File: config.mk
export PLATFORM = sky130hd
export DESIGN_NAME = tx_startup_fsm_flat
export DESIGN_NICKNAME = d
export VERILOG_FILES = /design/src/rtl/tx_startup_fsm_pkg.sv /design/src/rtl/tx_startup_fsm_if.sv /design/src/rtl/sync_block.sv /design/src/rtl/tx_startup_fsm.sv /design/src/flat_wrapper.sv
export SDC_FILE = /design/constraint.sdc
export NUM_CORES = 1
export LEC_CHECK = 0
export CAP_MARGIN = 10
export CELL_PAD_IN_SITES_DETAIL_PLACEMENT = 0
export CELL_PAD_IN_SITES_GLOBAL_PLACEMENT = 1
export CORE_AREA = 3 3 82 84
export CTS_CLUSTER_SIZE = 12
export DETAILED_ROUTE_END_ITERATION = 16
export DIE_AREA = 0 0 85 87
export PLACE_DENSITY = 0.61
export SLEW_MARGIN = 40
export SYNTH_ARGS = -nofsm -noshare
export SYNTH_HDL_FRONTEND = slang
export SYNTH_SLANG_ARGS = --single-unit
File: constraint.sdc
create_clock -name stable_clk_i -period 2.3 [get_ports stable_clk_i]
set_input_delay 0.46 -clock stable_clk_i [delete_from_list [all_inputs] [get_ports stable_clk_i]]
set_output_delay 0.46 -clock stable_clk_i [all_outputs]
set_load 0.02 [all_outputs]
File: src/rtl/tx_startup_fsm_pkg.sv
// tx_startup_pkg: state encoding and timer sizing shared by the TX start-up sequencer.
package tx_startup_pkg;
  typedef enum logic [3:0] {
    INIT             = 4'd0,
    ASSERT_PLL_RESET = 4'd1,
    WAIT_PLL_LOCK    = 4'd2,
    WAIT_RESET_DONE  = 4'd3,
    WAIT_PHALIGN     = 4'd4,
    DONE             = 4'd5
  } state_t;

  function automatic int timer_w(input int a, input int b);
    return $clog2(a > b ? a : b) + 1;
  endfunction
endpackage

File: src/rtl/tx_startup_fsm_if.sv
// tx_startup_fsm_if: GT/PLL control and status bundle; master is the sequencer, slave the transceiver side.
interface tx_startup_fsm_if #(parameter int RETRY_W = 4);
  logic               pll_lock_i;
  logic               tx_reset_done_i;
  logic               phase_alignment_done_i;
  logic               pll_reset_o;
  logic               gt_tx_reset_o;
  logic               tx_user_rdy_o;
  logic               reset_phalignment_o;
  logic               run_phalignment_o;
  logic               tx_fsm_reset_done_o;
  logic [RETRY_W-1:0] retry_count_o;
  modport master (
    input  pll_lock_i, tx_reset_done_i, phase_alignment_done_i,
    output pll_reset_o, gt_tx_reset_o, tx_user_rdy_o, reset_phalignment_o,
           run_phalignment_o, tx_fsm_reset_done_o, retry_count_o
  );
  modport slave (
    output pll_lock_i, tx_reset_done_i, phase_alignment_done_i,
    input  pll_reset_o, gt_tx_reset_o, tx_user_rdy_o, reset_phalignment_o,
           run_phalignment_o, tx_fsm_reset_done_o, retry_count_o
  );
endinterface

File: src/rtl/sync_block.sv
// sync_block: multi-flop synchroniser bringing an asynchronous level into the clk domain.
module sync_block #(
  parameter int STAGES = 2
) (
  input  logic clk,
  input  logic i_d,
  output logic o_q
);
  logic [STAGES-1:0] r_sync;
  always_ff @(posedge clk)
    r_sync <= {r_sync[STAGES-2:0], i_d};
  assign o_q = r_sync[STAGES-1];
endmodule

File: src/rtl/tx_startup_fsm.sv
// tx_startup_fsm: GTX TX bring-up sequencer (PLL reset, lock, GT reset, phase align) with timeout retries.
module tx_startup_fsm
  import tx_startup_pkg::*;
#(
  parameter int INIT_WAIT_CYCLES = 500,
  parameter int PLL_RESET_CYCLES = 16,
  parameter int TIMEOUT_CYCLES   = 100000,
  parameter int RETRY_W          = 4
) (
  input  logic                stable_clk_i,
  input  logic                soft_reset_i,
  tx_startup_fsm_if.master    bus
);
  localparam int TW = timer_w(INIT_WAIT_CYCLES, TIMEOUT_CYCLES);
  localparam logic [TW-1:0] T_INIT = TW'(INIT_WAIT_CYCLES - 1);
  localparam logic [TW-1:0] T_PLL  = TW'(PLL_RESET_CYCLES - 1);
  localparam logic [TW-1:0] T_TO   = TW'(TIMEOUT_CYCLES - 1);
  localparam logic [TW-1:0] T_MAX  = '1;

  state_t             r_state;
  logic [TW-1:0]      r_timer;
  logic [RETRY_W-1:0] r_retry;
  logic               r_pll_reset, r_gt_tx_reset, r_tx_user_rdy;
  logic               r_reset_ph, r_run_ph, r_done;
  logic               w_pll_lock_s, w_tx_reset_done_s, w_timeout, w_retry;

  sync_block u_sync_lock (.clk(stable_clk_i), .i_d(bus.pll_lock_i),      .o_q(w_pll_lock_s));
  sync_block u_sync_rdone(.clk(stable_clk_i), .i_d(bus.tx_reset_done_i), .o_q(w_tx_reset_done_s));

  assign w_timeout = r_timer == T_TO;
  // Loss of lock outranks success; success outranks a coincident timeout.
  assign w_retry =
      (r_state == WAIT_PLL_LOCK)   ? !w_pll_lock_s && w_timeout :
      (r_state == WAIT_RESET_DONE) ? !w_pll_lock_s || (!w_tx_reset_done_s && w_timeout) :
      (r_state == WAIT_PHALIGN)    ? !w_pll_lock_s || (!bus.phase_alignment_done_i && w_timeout) :
      (r_state == DONE)            ? !w_pll_lock_s : 1'b0;

  always_ff @(posedge stable_clk_i) begin
    if (soft_reset_i) begin
      r_state       <= INIT;
      r_timer       <= '0;
      r_retry       <= '0;
      r_pll_reset   <= 1'b0;
      r_gt_tx_reset <= 1'b1;
      r_tx_user_rdy <= 1'b0;
      r_reset_ph    <= 1'b1;
      r_run_ph      <= 1'b0;
      r_done        <= 1'b0;
    end else if (w_retry) begin
      r_state       <= ASSERT_PLL_RESET;
      r_timer       <= '0;
      r_retry       <= (r_retry == '1) ? r_retry : r_retry + 1'b1;
      r_pll_reset   <= 1'b1;
      r_gt_tx_reset <= 1'b1;
      r_tx_user_rdy <= 1'b0;
      r_reset_ph    <= 1'b1;
      r_run_ph      <= 1'b0;
      r_done        <= 1'b0;
    end else begin
      r_timer <= (r_timer == T_MAX) ? r_timer : r_timer + 1'b1;
      case (r_state)
        INIT:
          if (r_timer == T_INIT) begin
            r_state     <= ASSERT_PLL_RESET;
            r_timer     <= '0;
            r_pll_reset <= 1'b1;
          end
        ASSERT_PLL_RESET:
          if (r_timer == T_PLL) begin
            r_state     <= WAIT_PLL_LOCK;
            r_timer     <= '0;
            r_pll_reset <= 1'b0;
          end
        WAIT_PLL_LOCK:
          if (w_pll_lock_s) begin
            r_state       <= WAIT_RESET_DONE;
            r_timer       <= '0;
            r_gt_tx_reset <= 1'b0;
            r_tx_user_rdy <= 1'b1;
          end
        WAIT_RESET_DONE:
          if (w_tx_reset_done_s) begin
            r_state    <= WAIT_PHALIGN;
            r_timer    <= '0;
            r_reset_ph <= 1'b0;
            r_run_ph   <= 1'b1;
          end
        WAIT_PHALIGN:
          if (bus.phase_alignment_done_i) begin
            r_state <= DONE;
            r_timer <= '0;
            r_done  <= 1'b1;
          end
        default: ;
      endcase
    end
  end

  assign bus.pll_reset_o         = r_pll_reset;
  assign bus.gt_tx_reset_o       = r_gt_tx_reset;
  assign bus.tx_user_rdy_o       = r_tx_user_rdy;
  assign bus.reset_phalignment_o = r_reset_ph;
  assign bus.run_phalignment_o   = r_run_ph;
  assign bus.tx_fsm_reset_done_o = r_done;
  assign bus.retry_count_o       = r_retry;
endmodule
File: src/flat_wrapper.sv
// flat-port wrapper written by rule: the top's interface ports become plain ports
module tx_startup_fsm_flat import tx_startup_pkg::*;
#(
  parameter int INIT_WAIT_CYCLES = 500,
  parameter int PLL_RESET_CYCLES = 16,
  parameter int TIMEOUT_CYCLES   = 100000,
  parameter int RETRY_W          = 4
)
  (stable_clk_i, soft_reset_i, bus_pll_lock_i, bus_tx_reset_done_i, bus_phase_alignment_done_i, bus_pll_reset_o, bus_gt_tx_reset_o, bus_tx_user_rdy_o, bus_reset_phalignment_o, bus_run_phalignment_o, bus_tx_fsm_reset_done_o, bus_retry_count_o);
  tx_startup_fsm_if #(.RETRY_W(RETRY_W)) bus_i ();
  input  logic stable_clk_i;
  input  logic soft_reset_i;
  input wire logic [$bits(bus_i.pll_lock_i)-1:0] bus_pll_lock_i;
  input wire logic [$bits(bus_i.tx_reset_done_i)-1:0] bus_tx_reset_done_i;
  input wire logic [$bits(bus_i.phase_alignment_done_i)-1:0] bus_phase_alignment_done_i;
  output wire logic [$bits(bus_i.pll_reset_o)-1:0] bus_pll_reset_o;
  output wire logic [$bits(bus_i.gt_tx_reset_o)-1:0] bus_gt_tx_reset_o;
  output wire logic [$bits(bus_i.tx_user_rdy_o)-1:0] bus_tx_user_rdy_o;
  output wire logic [$bits(bus_i.reset_phalignment_o)-1:0] bus_reset_phalignment_o;
  output wire logic [$bits(bus_i.run_phalignment_o)-1:0] bus_run_phalignment_o;
  output wire logic [$bits(bus_i.tx_fsm_reset_done_o)-1:0] bus_tx_fsm_reset_done_o;
  output wire logic [$bits(bus_i.retry_count_o)-1:0] bus_retry_count_o;
  assign bus_i.pll_lock_i = bus_pll_lock_i;
  assign bus_i.tx_reset_done_i = bus_tx_reset_done_i;
  assign bus_i.phase_alignment_done_i = bus_phase_alignment_done_i;
  assign bus_pll_reset_o = bus_i.pll_reset_o;
  assign bus_gt_tx_reset_o = bus_i.gt_tx_reset_o;
  assign bus_tx_user_rdy_o = bus_i.tx_user_rdy_o;
  assign bus_reset_phalignment_o = bus_i.reset_phalignment_o;
  assign bus_run_phalignment_o = bus_i.run_phalignment_o;
  assign bus_tx_fsm_reset_done_o = bus_i.tx_fsm_reset_done_o;
  assign bus_retry_count_o = bus_i.retry_count_o;
  tx_startup_fsm #(.INIT_WAIT_CYCLES(INIT_WAIT_CYCLES), .PLL_RESET_CYCLES(PLL_RESET_CYCLES), .TIMEOUT_CYCLES(TIMEOUT_CYCLES), .RETRY_W(RETRY_W)) u_core (.stable_clk_i(stable_clk_i), .soft_reset_i(soft_reset_i), .bus(bus_i));
endmodule
=== Yosys cells after proc, flatten, opt, wreduce, memory -nomap -nowiden ===
Index checks and enable logic that the tools add are counted.

* Register bits after elaboration: 36
* Input port bits: 5
* Output and inout bits: 10
* Logic and storage cells: 77

* Add/sub/neg operators: 2
* Eq/ne operators: 20
* Multiplexer cells: 22
* Bitwise logic cells: 1
* Reductions and logical operators: 20

{| class="wikitable"
|+ Operators with widths
! kind !! number
|-
| 2-to-1 mux 18 bit || 6
|-
| case mux 18 bit (5 select lines) || 1
|-
| 2-to-1 mux 4 bit || 5
|-
| case mux 4 bit (5 select lines) || 1
|-
| adder 18 x 1 -> 18 bit, second input constant || 1
|-
| == test 18 x 17 -> 1 bit, second input constant || 1
|-
| == test 18 bit, second input constant || 1
|-
| == test 18 x 4 -> 1 bit, second input constant || 1
|-
| == test 18 x 9 -> 1 bit, second input constant || 1
|-
| AND reduction 6 bit || 2
|-
| != test 3 x 2 -> 1 bit, second input constant || 3
|-
| == test 4 x 2 -> 1 bit, second input constant || 2
|-
| == test 4 x 3 -> 1 bit, second input constant || 2
|-
| 2-to-1 mux 1 bit || 8
|-
| AND reduction 2 bit || 4
|-
| != test 2 bit, second input constant || 3
|-
| != test 3 x 1 -> 1 bit, second input constant || 2
|-
| nonzero test 6 bit || 1
|-
| nonzero test 5 bit || 1
|-
| adder 4 x 1 -> 4 bit, second input constant || 1
|-
| == test 4 x 1 -> 1 bit, second input constant || 1
|-
| == test 4 bit, second input constant || 1
|-
| zero test 4 bit || 1
|-
| != test 2 x 1 -> 1 bit, second input constant || 2
|-
| 8 further kinds || 13
|}

=== Depth between registers and ports, before layout ===
* Depth after elaboration: 8
* Depth in mapped cells: 7
* Gate-level depth less buffers: 6

=== By module ===
From an unflattened synthesis, not the netlist that was laid out.

* Cells, all modules: 190
* Area, all modules: 1695.4 um2

{| class="wikitable"
|+ Modules (own cells, without submodules)
! module !! instances !! cells each !! area an instance (um2) !! sequential area each (um2)
|-
| tx_startup_fsm || 1 || 186 || 1615.3 || 620.6
|-
| sync_block || 2 || 2 || 40.0 || 40.0
|}

=== Worst setup path after synthesis ===
Ideal clock, no wire load.

* Kind: reg2reg
* Start: reg u_core.r_timer[17]
* End: reg u_core.r_retry[0], in the netlist u_core.bus.retry_count_o[0]
* Setup time: 0.123 ns
* Data arrival time: 1.958 ns
* Data required time: 2.177 ns
* Path slack: 0.218 ns
* Cell stages (with the launch flop): 6
* Buffers on the path: 0
* Clock period less this slack: 2.082 ns
* Path through: dfxtp_1 -> or4_4 -> nor4_4 -> o311ai_4 -> a32oi_2 -> mux2_1

* Word-level cells in the longest chain between the ends: 7
* Elaborated cells on any way between the ends: 10
* Those cells by class: eq/ne: 1; mux: 3; reduce/logical: 6

{| class="wikitable"
|+ Ends and longest elaborated chain
! what !! line !! RTL
|-
| start: declaration || tx_startup_fsm.sv:21 || <nowiki>logic [TW-1:0] r_timer;</nowiki>
|-
| start signal: assignment || tx_startup_fsm.sv:60 || <nowiki>r_timer <= (r_timer == T_MAX) ? r_timer : r_timer + 1'b1;</nowiki>
|-
| == test 18 x 17 -> 1 bit (*) || tx_startup_fsm.sv:30 || <nowiki>assign w_timeout = r_timer == T_TO;</nowiki>
|-
| logical AND 1 bit || tx_startup_fsm.sv:35 || <nowiki>(r_state == WAIT_PHALIGN) ? !w_pll_lock_s || (!bus.phase_alignment_done_i && w_timeout) :</nowiki>
|-
| logical OR 1 bit || tx_startup_fsm.sv:35 ||
|-
| 2-to-1 mux 1 bit || tx_startup_fsm.sv:35 ||
|-
| 2-to-1 mux 1 bit || tx_startup_fsm.sv:34 || <nowiki>(r_state == WAIT_RESET_DONE) ? !w_pll_lock_s || (!w_tx_reset_done_s && w_timeout) :</nowiki>
|-
| 2-to-1 mux 1 bit (*) || tx_startup_fsm.sv:33 || <nowiki>(r_state == WAIT_PLL_LOCK) ? !w_pll_lock_s && w_timeout :</nowiki>
|-
| AND reduction 2 bit (no line) (*) || n/a ||
|-
| end signal: assignment || tx_startup_fsm.sv:52 || <nowiki>r_retry <= (r_retry == '1) ? r_retry : r_retry + 1'b1;</nowiki>
|-
| end: declaration || tx_startup_fsm.sv:22 || <nowiki>logic [RETRY_W-1:0] r_retry;</nowiki>
|}

Mark *: on every way between the ends. The rest lies on a longest branch, timed or not.
A chain may end at the register's enable or synchronous reset.

=== Final worst setup path ===
* Start: reg u_core.r_timer[13]
* End: reg u_core.r_retry[0], in the netlist u_core.bus.retry_count_o[0]

Same word-level chain as after synthesis.

==> flow_summary_export.csv <==
group,metric,value,unit
die,dieArea,0.00740,mm2
placement,placedCellCount,307,
die,num_rows,28,
logic_synthesis,ys.warnings.count,0,
logic_synthesis,synthTopCellsByArea,"dfxtp_1 (39%), nor2_1 (5.4%), xnor2_1 (5.3%), nand3_1 (4.4%), nand2_1 (3.9%)",
critical_path,start_kind,"flip-flop",
power_and_ir_drop,irDropWorstVdd,200,uV
critical_path,path_max_fanout,5,
die,core_area,0.00599,mm2
grt,grt_pass1_wl,7.16,mm
grt,grt_max_degree,19,
grt,overflow,0,
sta,relSlewSlack,62.1,%
sta,worst_slew_pin_slew,0.555,ns
final_layout,register_area,701,um2
clock_network,cts_hold_buf,0,
logic_synthesis,syn_area_per_cell,8.53,um2
run,cap_violations,0,
clock_network,cts_buffers,5,
sta,slew_violations,0,
die,io_pins,15,
drt,drt-total-wl,4.23,mm
die,fp.dieH,87,um
drt,drc,0,
clock_network,clk_latency,0.29,ns
placement,dp_slack,-0.00928,ns
sta,period_share,92.7,%
clock_network,ctsHtreeMaxLevel,2,
grt,track_usage,12.1,%
clock_network,path_clk_slew,0.08,ns
grt,antenna_found_initial,0,
grt,top_usage_layer,"met2",
final_layout,antennaDiodeCount,0,
status,status,"complete, no violations",
critical_path,critPathArrivalTime,2.31,ns
grt,grt_pass1_vias,1455,
drt,antenna_left,0,
clock_network,clock-sinks,35,
die,fp.dieW,85,um
clock_network,cts_setup_buffers,0,
sta,worst_slack,0.168,ns
grt,use_met2,17.7,%
grt,use_met3,3.12,%
logic_synthesis,syn_area,0.00181,mm2
sta,fmax,469,MHz
final_layout,area_growth,24.8,%
final_layout,layoutNonFillerInstCount,316,
power_and_ir_drop,p_leak,0.729,nW
drt,routedWlPerCell,13.4,um
logic_synthesis,synth_top_area_cell,"dfxtp_1",
logic_synthesis,ys_ff_latch,35,
drt,firstDrtPassIters,4,
power_and_ir_drop,powerDensity,555,mW/mm2
clock_network,cts_root_buf,"clkbuf_8",
clock_network,cts_resized,0,
logic_synthesis,syn-num-nets,219,
grt,use_met1,16.7,%
logic_synthesis,yosys.area.top_type_share,38.8,%
final_layout,fin_nets,247,
drt,vias,1574,
sta,setup_violations,0,
worst_hold_path,hold_path_class,"reg -> reg",
critical_path,required,2.48,ns
final_layout,fill_cells,612,
placement,portBuffers,14,
logic_synthesis,synth_cell_types,45,
clock_network,clock_path_buffers,2,
drt,vias_per_cell,4.98,
sta,min_period,2.13,ns
critical_path,crit_path_end_kind,"flip-flop",
final_layout,drive_above_1_share,14.1,%
clock_network,cts_tree,"built",
die,initial_utilization,30.2,%
drt,drt-initial-drc-count,154,
sta,fin_skew,0.00782,ns
placement,post-dp-hpwl,3.05,mm
logic_synthesis,syn_inst,212,
power_and_ir_drop,p_total,1.25,mW
sta,rsz0062_at_grt,"false",
critical_path,critical_path_class,"reg -> reg",
sta,finalHoldViolations,0,
final_layout,multi_input_area,0.00103,mm2
placement,gp_congestion,0.752,
logic_synthesis,ys_seq_area_share,38.8,%
metal layers:
metal  vias to the layer above  part of all wire [%]
li1                        830                     -
met1                       712                    52
met2                        25                    42
met3                         7                   3.5
met4                         0                   1.8
met5                         -                     0
state kept, by name (all words and copies together) (netlist names):
register,count
u_core.r_state,3
u_core.bus.run_phalignment_o,1
u_core.bus.tx_fsm_reset_done_o,1
u_core.bus.retry_count_o,4
u_core.r_timer,18
u_core.u_sync_lock.r_sync,2
u_core.bus.tx_user_rdy_o,1
u_core.bus.pll_reset_o,1
u_core.bus.reset_phalignment_o,1
u_core.bus.gt_tx_reset_o,1
u_core.u_sync_rdone.r_sync,2
cell usage in the layout, fill, tap and decap left out, drive strengths merged, types with 5 or more instances in the layout:
cell           Yosys  final
a21oi              9      9
nor4               7      7
a211oi             5      5
clkdlybuf4s50      0     14
xnor2             11     11
buf                2     18
inv                7      7
nand2             19     19
nor3               5      5
nor2              26     26
nand2b             6      6
clkbuf             9      6
dfxtp             35     35
nand4              6      6
nand3             16     16
kinds of logic after synthesis:
group	Yosys count	synth area share, %
compound gates	40	18.5
simple gates	103	30.2
flops	35	38.8
fa+ha+maj	2	1.38
buf+inv	18	4.22
mux	2	1.18
xor+xnor	12	5.81
worst paths after layout:
path                            slack, ns                             to  depth (start not counted)                          start
worst max register to register       0.17    u_core.bus.retry_count_o[0]                          5             u_core.r_timer[13]
worst min-delay path                 0.33  u_core.u_sync_rdone.r_sync[1]                          0  u_core.u_sync_rdone.r_sync[0]
worst min register to register       0.33  u_core.u_sync_rdone.r_sync[1]                          0  u_core.u_sync_rdone.r_sync[0]
worst max-delay path                 0.17    u_core.bus.retry_count_o[0]                          5             u_core.r_timer[13]
through the flow:
step / utilization (%) / hold WS, ns / TNS, ns / area, um2
after detailed placement: 35.4 / 0.313 / -0.00928 / 2120
after global placement: 35.4 / 0.311 / 0 / 2120
after global routing: 37.7 / 0.335 / 0 / 2260
final: 37.7 / 0.329 / 0 / 2260
after CTS: 37.3 / 0.330 / 0 / 2240
after floorplan: - / 0.310 / 0 / 1810
cell type report:
cell class,count,share of cell area [%]
inverters,7,1.16
well taps,75,4.16
flip-flops and latches,35,31.0
repair buffers,32,12.7
clock buffers,6,3.66
multi-input cells,159,45.7
clock inverters,2,1.55
report_power, final:
part	switching, mW	leakage (nW)	internal, mW	total [mW]
registers	0.00697	0.284	0.614	0.621
logic	0.0250	0.383	0.0227	0.0477
clock network	0.234	0.0612	0.351	0.584
total	0.266	0.729	0.988	1.25
cell usage after synthesis (all sizes together):
master,number
o32ai,3
nor4,7
nand3b,1
and2,3
a21oi,9
nand2b,6
o211ai,1
a211oi,5
and4,2
a31oi,4
o21ai,3
and3,4
or4,2
ha,2
a41oi,1
o41ai,3
o311ai,1
nor2,26
nor2b,1
a2111oi,2
dfxtp,35
nor3,5
a311oi,2
a311o,1
mux2i,1
o221a,1
nand4,6
or3,2
nand3,16
a21boi,1
xnor2,11
buf,2
a32oi,1
clkbuf,9
inv,7
nor4b,2
or4b,1
nand2,19
a21o,2
mux2,1
xor2,1
worst max-delay path: stages, from the launching register on:
cell and delay (ns):
dfxtp_1 0.35, or4_4 0.57, nor4_4 0.34, o311ai_4 0.18, a32oi_2 0.25, mux2_1 0.34
(Power assumes the default switching activity.)
